<file path="src/rtl/alu_pkg.sv">
// Shared definitions for the ALU issue stage: widths, opcode encoding and the
// decoded-instruction bundle presented by the decoder.
package alu_pkg;

  localparam int W    = 8;
  localparam int OPS  = 3;
  localparam int NREG = 8;
  localparam int RA   = $clog2(NREG);

  typedef enum logic [OPS-1:0] {
    ALU_ADD = 3'b000,
    ALU_SHR = 3'b001,
    ALU_SHL = 3'b010,
    ALU_XOR = 3'b011
  } alu_op_e;

  typedef struct packed {
    alu_op_e         op;
    logic [RA-1:0]   ra;
    logic [RA-1:0]   rb;
    logic [RA-1:0]   rd;
    logic            imm_en;
    logic [W-1:0]    imm;
  } issue_instr_t;

endpackage

</file>
<file path="src/rtl/alu_regfile.sv">
// NREG x W register file: two combinational operand reads, one combinational
// debug read, one synchronous write port, asynchronous active-low clear.
module alu_regfile
  import alu_pkg::*;
(
  input  logic          clk,
  input  logic          rst_n,
  input  logic          we_i,
  input  logic [RA-1:0] waddr_i,
  input  logic [W-1:0]  wdata_i,
  input  logic [RA-1:0] raddr_a_i,
  input  logic [RA-1:0] raddr_b_i,
  input  logic [RA-1:0] raddr_dbg_i,
  output logic [W-1:0]  rdata_a_o,
  output logic [W-1:0]  rdata_b_o,
  output logic [W-1:0]  rdata_dbg_o
);

  logic [W-1:0] mem_q [NREG];
  logic [W-1:0] mem_d [NREG];

  // Next-state of the storage array: a single entry updated on write.
  always_comb begin
    mem_d = mem_q;
    if (we_i) begin
      mem_d[waddr_i] = wdata_i;
    end else begin
      mem_d = mem_q;
    end
  end

  // Storage array with asynchronous clear.
  always_ff @(posedge clk or negedge rst_n) begin
    if (!rst_n) begin
      for (int i = 0; i < NREG; i++) begin
        mem_q[i] <= {W{1'b0}};
      end
    end else begin
      mem_q <= mem_d;
    end
  end

  assign rdata_a_o   = mem_q[raddr_a_i];
  assign rdata_b_o   = mem_q[raddr_b_i];
  assign rdata_dbg_o = mem_q[raddr_dbg_i];

endmodule

</file>
<file path="src/rtl/alu_issue_stage.sv">
// Operand-fetch / issue stage feeding a combinational ALU, with one-cycle writeback.
// Optional operand forwarding from the E stage is enabled by defining ALU_ISSUE_FWD_EN.
module alu_issue_stage
  import alu_pkg::*;
(
  input  logic           clk,
  input  logic           rst_n,
  input  logic           in_valid,
  output logic           in_ready,
  input  logic [OPS-1:0] in_op,
  input  logic [RA-1:0]  in_ra,
  input  logic [RA-1:0]  in_rb,
  input  logic [RA-1:0]  in_rd,
  input  logic           in_imm_en,
  input  logic [W-1:0]   in_imm,
  input  logic           stall,
  output logic [W-1:0]   alu_a,
  output logic [W-1:0]   alu_b,
  output logic [OPS-1:0] alu_op,
  input  logic [W-1:0]   alu_out,
  input  logic           alu_zero,
  input  logic           alu_sign,
  output logic           e_valid,
  output logic           zero_flag,
  output logic           sign_flag,
  input  logic [RA-1:0]  dbg_addr,
  output logic [W-1:0]   dbg_data
);

  issue_instr_t   instr_s;
  logic           e_valid_q, e_valid_d;
  logic [RA-1:0]  e_rd_q, e_rd_d;
  logic [W-1:0]   alu_a_q, alu_a_d, alu_b_q, alu_b_d;
  logic [OPS-1:0] alu_op_q, alu_op_d;
  logic           zero_q, zero_d, sign_q, sign_d;
  logic [W-1:0]   rf_a_s, rf_b_s, src_a_s, src_b_s;
  logic           hazard_s, in_ready_s, transfer_s, wb_en_s;

  assign instr_s = '{op: alu_op_e'(in_op), ra: in_ra, rb: in_rb, rd: in_rd,
                     imm_en: in_imm_en, imm: in_imm};

  assign wb_en_s = e_valid_q & ~stall;

  alu_regfile u_regfile (
    .clk         (clk),
    .rst_n       (rst_n),
    .we_i        (wb_en_s),
    .waddr_i     (e_rd_q),
    .wdata_i     (alu_out),
    .raddr_a_i   (instr_s.ra),
    .raddr_b_i   (instr_s.rb),
    .raddr_dbg_i (dbg_addr),
    .rdata_a_o   (rf_a_s),
    .rdata_b_o   (rf_b_s),
    .rdata_dbg_o (dbg_data)
  );

`ifdef ALU_ISSUE_FWD_EN
  // The E-stage result is the value written back at this same edge, so it can be used directly.
  assign src_a_s  = (e_valid_q && (instr_s.ra == e_rd_q)) ? alu_out : rf_a_s;
  assign src_b_s  = (e_valid_q && (instr_s.rb == e_rd_q)) ? alu_out : rf_b_s;
  assign hazard_s = 1'b0;
`else
  assign src_a_s  = rf_a_s;
  assign src_b_s  = rf_b_s;
  assign hazard_s = e_valid_q & ((instr_s.ra == e_rd_q) |
                                 (~instr_s.imm_en & (instr_s.rb == e_rd_q)));
`endif

  assign in_ready_s = ~stall & ~hazard_s;
  assign transfer_s = in_valid & in_ready_s;

  // E-stage and flag next-state: hold on stall, load on transfer, otherwise empty.
  always_comb begin
    e_valid_d = e_valid_q;
    e_rd_d    = e_rd_q;
    alu_a_d   = alu_a_q;
    alu_b_d   = alu_b_q;
    alu_op_d  = alu_op_q;
    zero_d    = zero_q;
    sign_d    = sign_q;
    if (stall) begin
      e_valid_d = e_valid_q;
    end else if (transfer_s) begin
      e_valid_d = 1'b1;
      e_rd_d    = instr_s.rd;
      alu_a_d   = src_a_s;
      alu_b_d   = instr_s.imm_en ? instr_s.imm : src_b_s;
      alu_op_d  = instr_s.op;
    end else begin
      e_valid_d = 1'b0;
    end
    if (wb_en_s) begin
      zero_d = alu_zero;
      sign_d = alu_sign;
    end else begin
      zero_d = zero_q;
      sign_d = sign_q;
    end
  end

  // E pipeline register and writeback flags.
  always_ff @(posedge clk or negedge rst_n) begin
    if (!rst_n) begin
      e_valid_q <= 1'b0;
      e_rd_q    <= {RA{1'b0}};
      alu_a_q   <= {W{1'b0}};
      alu_b_q   <= {W{1'b0}};
      alu_op_q  <= {OPS{1'b0}};
      zero_q    <= 1'b0;
      sign_q    <= 1'b0;
    end else begin
      e_valid_q <= e_valid_d;
      e_rd_q    <= e_rd_d;
      alu_a_q   <= alu_a_d;
      alu_b_q   <= alu_b_d;
      alu_op_q  <= alu_op_d;
      zero_q    <= zero_d;
      sign_q    <= sign_d;
    end
  end

  assign in_ready  = in_ready_s;
  assign e_valid   = e_valid_q;
  assign alu_a     = alu_a_q;
  assign alu_b     = alu_b_q;
  assign alu_op    = alu_op_q;
  assign zero_flag = zero_q;
  assign sign_flag = sign_q;

endmodule

</file>
<file path="config.mk">
export PLATFORM = sky130hd
export DESIGN_NAME = alu_issue_stage
export DESIGN_NICKNAME = d
export VERILOG_FILES = /design/src/rtl/alu_pkg.sv /design/src/rtl/alu_regfile.sv /design/src/rtl/alu_issue_stage.sv
export SDC_FILE = /design/constraint.sdc
export NUM_CORES = 1
export LEC_CHECK = 0
export ABC_AREA = 1
export ABC_CLOCK_PERIOD_IN_PS = 2810
export BUFFER_PORTS_ARGS = -buffer_cell sky130_fd_sc_hd__clkbuf_2
export CAP_MARGIN = 20
export CORE_MARGIN = 2
export CORE_UTILIZATION = 60
export DETAILED_ROUTE_END_ITERATION = 8
export PLACE_DENSITY = 0.78
export SYNTH_ARGS = -nofsm -noshare
export SYNTH_HDL_FRONTEND = slang
export SYNTH_SLANG_ARGS = --single-unit
</file>
<file path="constraint.sdc">
create_clock -name clk -period 2.81 [get_ports clk]
set_input_delay 0.4215 -clock clk [delete_from_list [all_inputs] [get_ports clk]]
set_output_delay 0.4215 -clock clk [all_outputs]
set_load 0.02 [all_outputs]
</file>
# == Yosys cells after proc, flatten, opt, wreduce, memory -nomap -nowiden ==
# Index checks and enable logic that the tools add are counted.
# word_totals
regBits,89
inputBits,38
out_inout_bits,31
word_cells,51
# classes
n_lt_le_gt_ge,5
eq_ne,2
n_mux,14
n_bitwise,13
reduce_logical,2
# ops
cell,count
8-bit binary-select mux with 3-bit select,3
64-bit bitwise mux,1
8-bit 2-to-1 mux,8
8-bit demux with 3-bit select,1
4-bit greater-or-equal comparator (second input constant),4
3-bit inverter with 4-bit output,4
3-bit == test,2
1-bit AND,5
4-bit by 1-bit less-than comparator with 1-bit output (second input constant),1
1-bit inverter,3
2-bit AND reduction,1
1-bit logical AND,1
1-bit 2-to-1 mux,1
1-bit bitwise OR,1

# == Longest topological paths before layout ==
# Gate-level depths: netlist (run 1).
# logic_depth
word_depth,8
depth_mapped,12
ltp_nobuf,10

# == By module ==
# Synthesis (run 1) repeated with hierarchy kept, for this count alone.
# hier_totals
cells_unflattened,907
hier_area_um2,5694.2
# modules_own_cells
mod,instances,cells_each,area_per_inst_um2,seq_area_each_um2
alu_regfile,1,739,4414.2,1601.5
alu_issue_stage,1,168,1280.0,625.6

# == Least setup slack after synthesis (run 1) ==
# OpenSTA, ideal clock, no wires.
# synth_path
path_kind,input to output
from,in dbg_addr[1]
to,out dbg_data[5]
arrival_ns,1.530
required_time_ns,2.389
slack_ns,0.858
cell_stages,8
path_buffers,2
cell_sequence,buf_2 -> inv_1 -> clkbuf_1 -> a21oi_1 -> o21ai_0 -> nand2_1 -> nor2_1 -> a31oi_1
# synth_between
elab_chain_cells,4
# synth_lines
item,line,rtl
"start, declared",alu_issue_stage.sv:26,"input logic [RA-1:0] dbg_addr,"
3-bit inverter with 4-bit output (implied by the code),alu_regfile.sv:45,assign rdata_dbg_o = mem_q[raddr_dbg_i];
8-bit binary-select mux with 3-bit select,alu_regfile.sv:45,
8-bit 2-to-1 mux (implied by the code) (2 in series),alu_regfile.sv:45,
"end, declared",alu_issue_stage.sv:27,output logic [W-1:0] dbg_data
# Every way passes these cells. The select of a mux whose other input is x is not followed.

# == Worst setup path after layout (run 1) ==
# layout_path
from,in dbg_addr[0]
to,out dbg_data[7]
# Same word-level chain as after synthesis.

==> impl_metrics.toml, run 1 <==
[die]
core_region_area_um2 = 8760
die_h_um = 99.3
start_util_pct = 62.2
boundaryPins = 69
num_rows = 34
die_area_um2 = 9860
chipWidth_um = 99.3

[critical_path]
cp.required_ps = 2390
worstReg2RegStart = "e_valid$_DFFE_PN0N_"
crit_path_start = "dbg_addr[0]"
cp-endpoint = "dbg_data[7]"
rr_endpoint = "u_regfile.mem_q[33]$_DFFE_PN0P_"
worst-r2r-cell-count = 8
cp-end-kind = "output pin"
crit_arrival_ps = 1930
critPathLaunchType = "input port"
worstSetupPathType = "in2out"
rrSetupSlack_ps = 870
crit_fanout = 32

[sta]
rsz0062_at_grt = "false"
min_period_ps = 2350
setup_violations = 0
finalCritPeriodShare_pct = 83.6
worstMarginPinSlew_ps = 711
fmax_ghz = 0.426
slew-limit-headroom_pct = 52.5
fin_skew_ps = 8.89
slew_viol_final = 0
final.setup.tns_ps = 0
final-hold-violation-count = 0

[yosys]
yosys.area_share.simple_pct = 32.1
syn-num-nets = 828
synth_cell_types = 26
yosysTopAreaCell = "dfrtp_1"
synth.area.top_cells = "dfrtp_1 41%, nand2_1 21%, o21ai_0 9.7%"
avgSynthCellArea_um2 = 6.90
yosysSeqAreaShare_pct = 40.9
synth_compound_area_share_pct = 17.1
syn-cell-area_um2 = 5450
synth_xor_area_share_pct = 0.161
synth_top_family_by_area = "simple AND/OR/NAND/NOR gates"
synth_mux_area_share_pct = 0
netlist.area_leader.share_pct = 40.9
ys_ff_latch = 89
synth_fa_ha_area_share_pct = 0
synthCells = 790
synth_warnings = 0

[routing]
vias = 5565
ant_nets = 0
vias_per_cell = 5.90
drc = 0
routedWlPerCell_um = 18.4
drt-pass1-iter-count = 6
wirelength_um = 17400
drt_iter0_drc = 617

[clocking]
htreeDepth = 3
cts_tree = "yes"
ctsResizeCount = 0
ctsHoldBuffers = 0
cts_setup_buffers = 0
ctsRootBufferMaster = "clkbuf_8"
cts_buffer_depth = 2
clkTransAtPathRegs_ps = 90
cts_buffers = 9
numClockSinks = 89
insertion_delay_ps = 360

[placed_design]
gp_congestion = 1.01
placed_cells = 930
dp_hpwl_um = 12400
port_buffers = 68

[global_route]
grt_pass1_vias = 5093
grt_pass1_wl_um = 27700
grt_max_degree = 55
antenna_found_initial = 0
gr-total-overflow = 0
track_usage_pct = 36.2

[layout]
antenna_cells = 0
fin_cells = 944
flow.area_growth_from_synthesis_pct = 8.86
fill_cells = 778
nNetsFinal = 871
drive_above_1_share_pct = 14.4

[power_and_ir_drop]
vdd.ir_drop.worst_mv = 0.422
p_leak_nw = 3.06
power.total_mw = 4.84
power_density_nw_per_um2 = 816

[run]
max_cap_viol_count = 0

[worst_hold_path]
hp-class = "in2async"

[outcome]
status = "finished, final reports clean"
sequential cells by signal, summed over array words and instances (netlist names):
name / cells
u_regfile.mem_q: 64
alu_a: 8
alu_b: 8
alu_op: 3
e_rd_q: 3
e_valid: 1
sign_flag: 1
zero_flag: 1
synthesized netlist by cell type:
library cell and n:
nor2_1 20, o211ai_1 16, nand3_1 73, nor2_4 3
clkbuf_1 23, dfrtp_1 89, a21oi_1 32, nand3_2 3
nand2_1 299, buf_6 8, o21ai_0 106, inv_1 64
o21ai_2 6, clkinv_1 1, buf_4 1, inv_2 8
o21ai_1 1, nand4_1 6, a21oi_4 1, nand2_2 1
a31oi_1 8, xnor2_1 1, nor3_4 3, nand3_4 1
nand2_4 1, buf_2 15
cells in the final DEF (no fill, tap or decap), types with 2 or more instances in the layout:
master      n
nor3_4      3
nand3_1    73
o211ai_1   16
dfrtp_1    89
clkinv_2    2
buf_4      11
a21oi_1    32
clkbuf_8   11
o21ai_2     6
a31oi_1     8
nand3_2     3
o21ai_0   106
nand4_1     6
inv_1      64
nor2_4      3
clkbuf_2   67
nor2_1     20
nand2_1   299
inv_2       8
critical path, cell delays in order:
cell      delay [ps]
clkbuf_2         280
inv_1             70
buf_4            230
a21oi_1          180
o21ai_0          140
nand2_1          100
nor2_1            50
a31oi_1          240
clkbuf_2         220
cell type report:
| type | count | area (um^2) | area share, % |
|---|---|---|---|
| Clock buffer | 11 | 151 | 2.55 |
| Clock inverter | 3 | 17.5 | 0.295 |
| Inverter | 73 | 274 | 4.62 |
| Multi-Input combinational cell | 581 | 2690 | 45.4 |
| Sequential cell | 89 | 2230 | 37.5 |
| Tap cell | 108 | 135 | 2.28 |
| Timing Repair Buffer | 79 | 438 | 7.38 |
kinds of logic (layout without fill, tap and decap cells):
group	Yosys count	after routing
AND/OR/NAND/NOR	410	410
AO/OA/AOI/OAI	170	170
buffers and inverters	120	166
flip-flops	89	89
XOR/XNOR	1	1
worst min-delay path by stage:
stage	end	slack [ps]	depth (start not counted)	startpoint
2_1_floorplan	alu_a[0]$_DFFE_PN0P_	130	0	rst_n
3_3_place_gp	u_regfile.mem_q[17]$_DFFE_PN0P_	410	1	rst_n
3_5_place_dp	u_regfile.mem_q[17]$_DFFE_PN0P_	410	1	rst_n
4_1_cts	u_regfile.mem_q[17]$_DFFE_PN0P_	20	1	rst_n
5_1_grt	u_regfile.mem_q[17]$_DFFE_PN0P_	40	1	rst_n
6_report	u_regfile.mem_q[17]$_DFFE_PN0P_	4	1	rst_n
power by group:
part / internal [mW] / leakage (nW) / switching [mW]
registers: 1.79 / 1.11 / 0.507
logic: 0.615 / 1.87 / 1.10
clock network: 0.358 / 0.0871 / 0.471
per-layer routing:
layer / global-route usage, % / share of wire, %
met2: 55.4 / 44
met1: 50.1 / 41
met3: 6.32 / 10
met5: 0 / 0
met4: 17.1 / 4.2
through the flow:
stage / hold slack, ps / utilization, % / worst slack, ps / cell area, um^2
2_1_floorplan: 126 / - / 858 / 5450
3_3_place_gp: 410 / 65.8 / 643 / 5770
3_5_place_dp: 414 / 65.8 / 618 / 5770
4_1_cts: 23.5 / 67.7 / 523 / 5930
5_1_grt: 42.4 / 67.7 / 302 / 5930
6_report: 4.22 / 67.7 / 460 / 5930
Power figures use the tool's default switching activity.
==> run 2: changes to the inputs <==
--- a/config.mk
+++ b/config.mk
@@ -6,13 +6,13 @@
 export NUM_CORES = 1
 export LEC_CHECK = 0
 export ABC_AREA = 1
-export ABC_CLOCK_PERIOD_IN_PS = 2810
+export ABC_CLOCK_PERIOD_IN_PS = 2000
 export BUFFER_PORTS_ARGS = -buffer_cell sky130_fd_sc_hd__clkbuf_2
 export CAP_MARGIN = 20
 export CORE_MARGIN = 2
-export CORE_UTILIZATION = 60
+export CORE_UTILIZATION = 53
 export DETAILED_ROUTE_END_ITERATION = 8
-export PLACE_DENSITY = 0.78
+export PLACE_DENSITY = 0.73
 export SYNTH_ARGS = -nofsm -noshare
 export SYNTH_HDL_FRONTEND = slang
 export SYNTH_SLANG_ARGS = --single-unit
==> constraint.sdc (replaced) <==
create_clock -name clk -period 2 [get_ports clk]
set_input_delay 0.3 -clock clk [delete_from_list [all_inputs] [get_ports clk]]
set_output_delay 0.3 -clock clk [all_outputs]
set_load 0.02 [all_outputs]
==> impl_metrics.toml, run 2 (synthesis gave the netlist of run 1 again) <==
[power_and_ir_drop]
power_density_nw_per_um2 = 1120
p_leak_nw = 3.19
vdd.ir_drop.worst_mv = 0.710
power.total_mw = 6.97

[sta]
rsz0062_at_grt = "false"
min_period_ps = 1940
fmax_ghz = 0.514
fin_skew_ps = 12.4
slew_viol_final = 0
final-hold-violation-count = 0
slew-limit-headroom_pct = 60.4
finalCritPeriodShare_pct = 97.2
worstMarginPinSlew_ps = 593
final.setup.tns_ps = 0
setup_violations = 0

[layout]
largest_reg_flops = 64
multi_input_area_um2 = 2710
top_register = "u_regfile.mem_q"
antenna_cells = 0
flow.area_growth_from_synthesis_pct = 14.0
drive_above_1_share_pct = 16.9
layout_common_cells = "299 x nand2_1, 105 x o21ai_0, 86 x dfrtp_1"
fill_cells = 928
final_common_cell = "nand2_1"
nNetsFinal = 892
seqCellArea_um2 = 2230

[die]
die_h_um = 105
num_rows = 37
boundaryPins = 69
start_util_pct = 53.8
core_region_area_um2 = 10100
chipWidth_um = 105
die_area_um2 = 11100

[clocking]
cts_buffers = 9
numClockSinks = 89
cts_tree = "yes"
clkTransAtPathRegs_ps = 90
cts_buffer_depth = 2
ctsRootBufferMaster = "clkbuf_8"
htreeDepth = 3
insertion_delay_ps = 390

[worst_hold_path]
hp-class = "in2reg"

[critical_path]
path_buf_inv = 2
cp.required_ps = 1700
crit_path_cell_trace = "buf_4 -> xnor2_2 -> nand3_1 -> nand2_2 -> a21oi_4 -> buf_6"
cpLargestDelayFamily = "flip-flops"
crit_arrival_ps = 1640
worstSetupPathType = "reg2out"
critPathLaunchType = "flop"
slowest_delay_ps = 440
cp-end-kind = "output pin"
crit_fanout = 4
slowest_stage = "dfrtp_2"

[global_route]
grt_max_degree = 49
grt_pass1_vias = 5288
gr-total-overflow = 0
grt_pass1_wl_um = 27900
antenna_found_initial = 0
track_usage_pct = 32.7

[run]
max_cap_viol_count = 0

[routing]
wirelength_um = 17900
ant_nets = 0
vias = 5810
vias_per_cell = 5.84
routedWlPerCell_um = 18.0
drc = 0
drt_iter0_drc = 553
drt-pass1-iter-count = 5

[outcome]
status = "finished, final reports clean"

[placed_design]
gp_congestion = 1.00
port_buffers = 68
dp_hpwl_um = 12400
## run 2: cell type report
cell class / instances / area share (%)
multi-input cells: 581 / 43.5
flip-flops and latches: 89 / 35.9
repair buffers: 100 / 10.4
inverters: 73 / 4.41
well taps: 136 / 2.74
clock buffers: 13 / 2.40
clock inverters: 3 / 0.644
## run 2: worst paths after layout
kind	endpoint	cells past startpoint	from	slack, ps
setup / recovery	in_ready	6	e_rd_q[2]$_DFFE_PN0P_	60
hold / removal	sign_flag$_DFFE_PN0P_	3	alu_sign	120
setup reg to reg	u_regfile.mem_q[40]$_DFFE_PN0P_	6	e_valid$_DFFE_PN0N_	250
hold reg to reg	alu_op[0]$_DFFE_PN0P_	2	alu_op[0]$_DFFE_PN0P_	470
max in group asynchronous	e_rd_q[1]$_DFFE_PN0P_	3	rst_n	1090
min in group asynchronous	alu_a[2]$_DFFE_PN0P_	2	rst_n	340
## run 2: worst reg2reg max path, cell delays in order (launching register included)
cell	delay, ps
dfrtp_1	500
inv_2	90
nor2_4	120
inv_2	90
nor2_4	160
nand3_2	380
o21ai_0	310
## run 2: through the flow
stage	hold slack, ps	cells	instance area (um^2)	setup slack, ps	utilization, %
after floorplan	4.41	790	5450	291	-
after global placement	208	974	5960	130	58.8
after detailed placement	207	974	5960	98.6	58.8
after CTS	108	994	6190	25.5	61.1
after global routing	143	995	6220	1.29	61.3
final	122	995	6220	55.8	61.3
## run 2: timing repair
item                       4_1_cts  5_1_grt
hold buffers                     1        0
hold endpoints to repair        19        0
pin swaps                        0        2
setup endpoints to repair        2        3
resized for setup                6        8
buffers inserted                 3        1
## run 2: layer usage
layer  up-vias  wire length, um  track usage (%)
met4         0              773             17.2
met1      2691             7080             42.3
met3        71             1790             6.74
li1       2683                -                -
met5         -                0                0
met2       365             8230             51.8
## run 2: power by group
| part | switching [mW] | leakage, nW | internal (mW) |
|---|---|---|---|
| combinational | 1.55 | 1.99 | 0.926 |
| sequential | 0.709 | 1.10 | 2.51 |
| clock | 0.655 | 0.0974 | 0.610 |
| total | 2.92 | 3.19 | 4.05 |
==> run 3: changes to the inputs <==
--- a/config.mk
+++ b/config.mk
@@ -6,13 +6,13 @@
 export NUM_CORES = 1
 export LEC_CHECK = 0
 export ABC_AREA = 1
-export ABC_CLOCK_PERIOD_IN_PS = 2000
+export ABC_CLOCK_PERIOD_IN_PS = 2400
 export BUFFER_PORTS_ARGS = -buffer_cell sky130_fd_sc_hd__clkbuf_2
 export CAP_MARGIN = 20
 export CORE_MARGIN = 2
-export CORE_UTILIZATION = 53
+export CORE_UTILIZATION = 60
 export DETAILED_ROUTE_END_ITERATION = 8
-export PLACE_DENSITY = 0.73
+export PLACE_DENSITY = 0.78
 export SYNTH_ARGS = -nofsm -noshare
 export SYNTH_HDL_FRONTEND = slang
 export SYNTH_SLANG_ARGS = --single-unit
==> constraint.sdc (replaced) <==
create_clock -name clk -period 2.4 [get_ports clk]
set_input_delay 0.36 -clock clk [delete_from_list [all_inputs] [get_ports clk]]
set_output_delay 0.36 -clock clk [all_outputs]
set_load 0.02 [all_outputs]
==> impl_metrics.toml, run 3 (synthesis gave the netlist of run 1 again) <==
[global_route]
grt_pass1_wl_um = 27700
gr-total-overflow = 0
track_usage_pct = 36.0
grt-busiest-layer = "met2"
grt_pass1_vias = 5289
grtUsageMet2_pct = 57.2
grt_use_met1_pct = 49.2
antenna_found_initial = 0
globalRouteMet3Util_pct = 5.97
grt_max_degree = 59

[sta]
slew-limit-headroom_pct = 54.5
setup_violations = 0
final.setup.tns_ps = 0
fmax_ghz = 0.437
final-hold-violation-count = 0
min_period_ps = 2290
fin_ws_ps = 110
finalCritPeriodShare_pct = 95.4
slew_viol_final = 0
rsz0062_at_grt = "false"
worstMarginPinSlew_ps = 680
fin_skew_ps = 12.7

[routing]
routedWlPerCell_um = 18.0
drt-pass1-iter-count = 6
vias = 5701
vias_per_cell = 5.99
drt_iter0_drc = 571
drc = 0
ant_nets = 0
wirelength_um = 17200

[layout]
drive_above_1_share_pct = 15.0
largest_reg_flops = 64
nNetsFinal = 877
antenna_cells = 0
multi_input_area_um2 = 2690
fin_area_um2 = 6000
seqCellArea_um2 = 2230
flow.area_growth_from_synthesis_pct = 10.1
layout_common_cells = "299 x nand2_1, 106 x o21ai_0, 89 x dfrtp_1"
final_common_cell = "nand2_1"
top_register = "u_regfile.mem_q"
fill_cells = 797

[critical_path]
cp_common_cell = "nand2_1"
cp-end-kind = "output pin"
crit_fanout = 9
cp.required_ps = 2040
worstSetupPathType = "reg2out"
crit_arrival_ps = 1930
cpLargestDelayFamily = "flip-flops"
slowest_delay_ps = 600
critPathLaunchType = "flop"
crit_path_cell_trace = "inv_1 -> nand2_1 -> nand2_1 -> nand3_1 -> nand2_2 -> a21oi_4 -> clkbuf_2"
path_buf_inv = 2
slowest_stage = "dfrtp_1"

[die]
core_region_area_um2 = 8760
chipWidth_um = 99.3
die_area_um2 = 9860
start_util_pct = 62.2
num_rows = 34
boundaryPins = 69
die_h_um = 99.3

[clocking]
ctsRootBufferMaster = "clkbuf_8"
cts_tree = "yes"
cts_buffer_depth = 2
htreeDepth = 3
cts_buffers = 9
cts_setup_buffers = 0
ctsHoldBuffers = 1
clkTransAtPathRegs_ps = 100
numClockSinks = 89
insertion_delay_ps = 370
ctsResizeCount = 0

[outcome]
status = "finished, final reports clean"

[placed_design]
place_area_um2 = 5800
preCtsSetupSlack_ps = 470
dp_hpwl_um = 12100
gp_congestion = 1.03
port_buffers = 68

[power_and_ir_drop]
comb_power_share_pct = 35.2
switching_share_pct = 42.9
switchingPower_mw = 2.44
p_int_mw = 3.25
seq_power_share_pct = 46.8
clockPowerShare_pct = 17.9
vdd.ir_drop.worst_mv = 0.559
p_leak_nw = 3.09
power_density_nw_per_um2 = 949

[worst_hold_path]
hp-class = "in2reg"

[run]
max_cap_viol_count = 0
[run 3: cell count changes in the layout (fill, tap and decap cells not counted), moves of 2 or more]
cell | previous run | this run
buf_12 | 4 | 1
clkinv_4 | 0 | 2
clkinvlp_4 | 0 | 3
dfrtp_1 | 86 | 89
dfrtp_2 | 3 | 0
clkbuf_2 | 64 | 67
clkinv_2 | 2 | 0
clkbuf_1 | 3 | 0
buf_4 | 30 | 16
[run 3: power groups by stage]
stage	registers, mW	logic (mW)	clock network [mW]
2_1_floorplan	2.58	1.38	0
4_1_cts	2.64	1.99	1.03
6_report	2.67	2.01	1.02
5_1_grt	2.73	2.29	1.07
3_5_place_dp	2.66	1.98	0
3_3_place_gp	2.64	1.92	0
[run 3: layout make-up]
class | count | area share (%)
Clock inverter | 5 | 0.667
Sequential cell | 89 | 37.1
Clock buffer | 11 | 2.52
Inverter | 73 | 4.56
Multi-Input combinational cell | 581 | 44.8
Tap cell | 108 | 2.25
Timing Repair Buffer | 85 | 8.09
[run 3: through the flow]
stage	hold slack, ps	power [mW]	utilization (%)	instances
after floorplan	64.4	3.96	-	790
after global placement	329	4.57	66.2	935
after detailed placement	339	4.64	66.2	935
after CTS	205	5.65	68.5	952
after global routing	217	6.10	68.5	952
final	206	5.70	68.5	952
[run 3: tightest hold or removal path, delay by kind of cell]
family,cells,cell delay [ps]
and+or+nand+nor,2,110
buffers and inverters,1,80
[run 3: per-layer routing]
metal  up-vias  share of wire (%)  wire (um)
li1       2656                  -          -
met1      2627                 39       6720
met2       362                 46       7970
met3        56                 11       1840
met4         0                3.8        649
met5         -                  0          0
[run 3: worst paths after layout]
check,slack [ps],endpoint,depth (start not counted),start
setup / recovery,110,in_ready,7,e_rd_q[1]$_DFFE_PN0P_
min in group asynchronous,470,u_regfile.mem_q[9]$_DFFE_PN0P_,2,rst_n
hold reg to reg,480,sign_flag$_DFFE_PN0P_,2,sign_flag$_DFFE_PN0P_
hold / removal,210,zero_flag$_DFFE_PN0P_,3,alu_zero
setup reg to reg,460,u_regfile.mem_q[39]$_DFFE_PN0P_,8,e_valid$_DFFE_PN0N_
max in group asynchronous,1240,alu_a[5]$_DFFE_PN0P_,3,rst_n
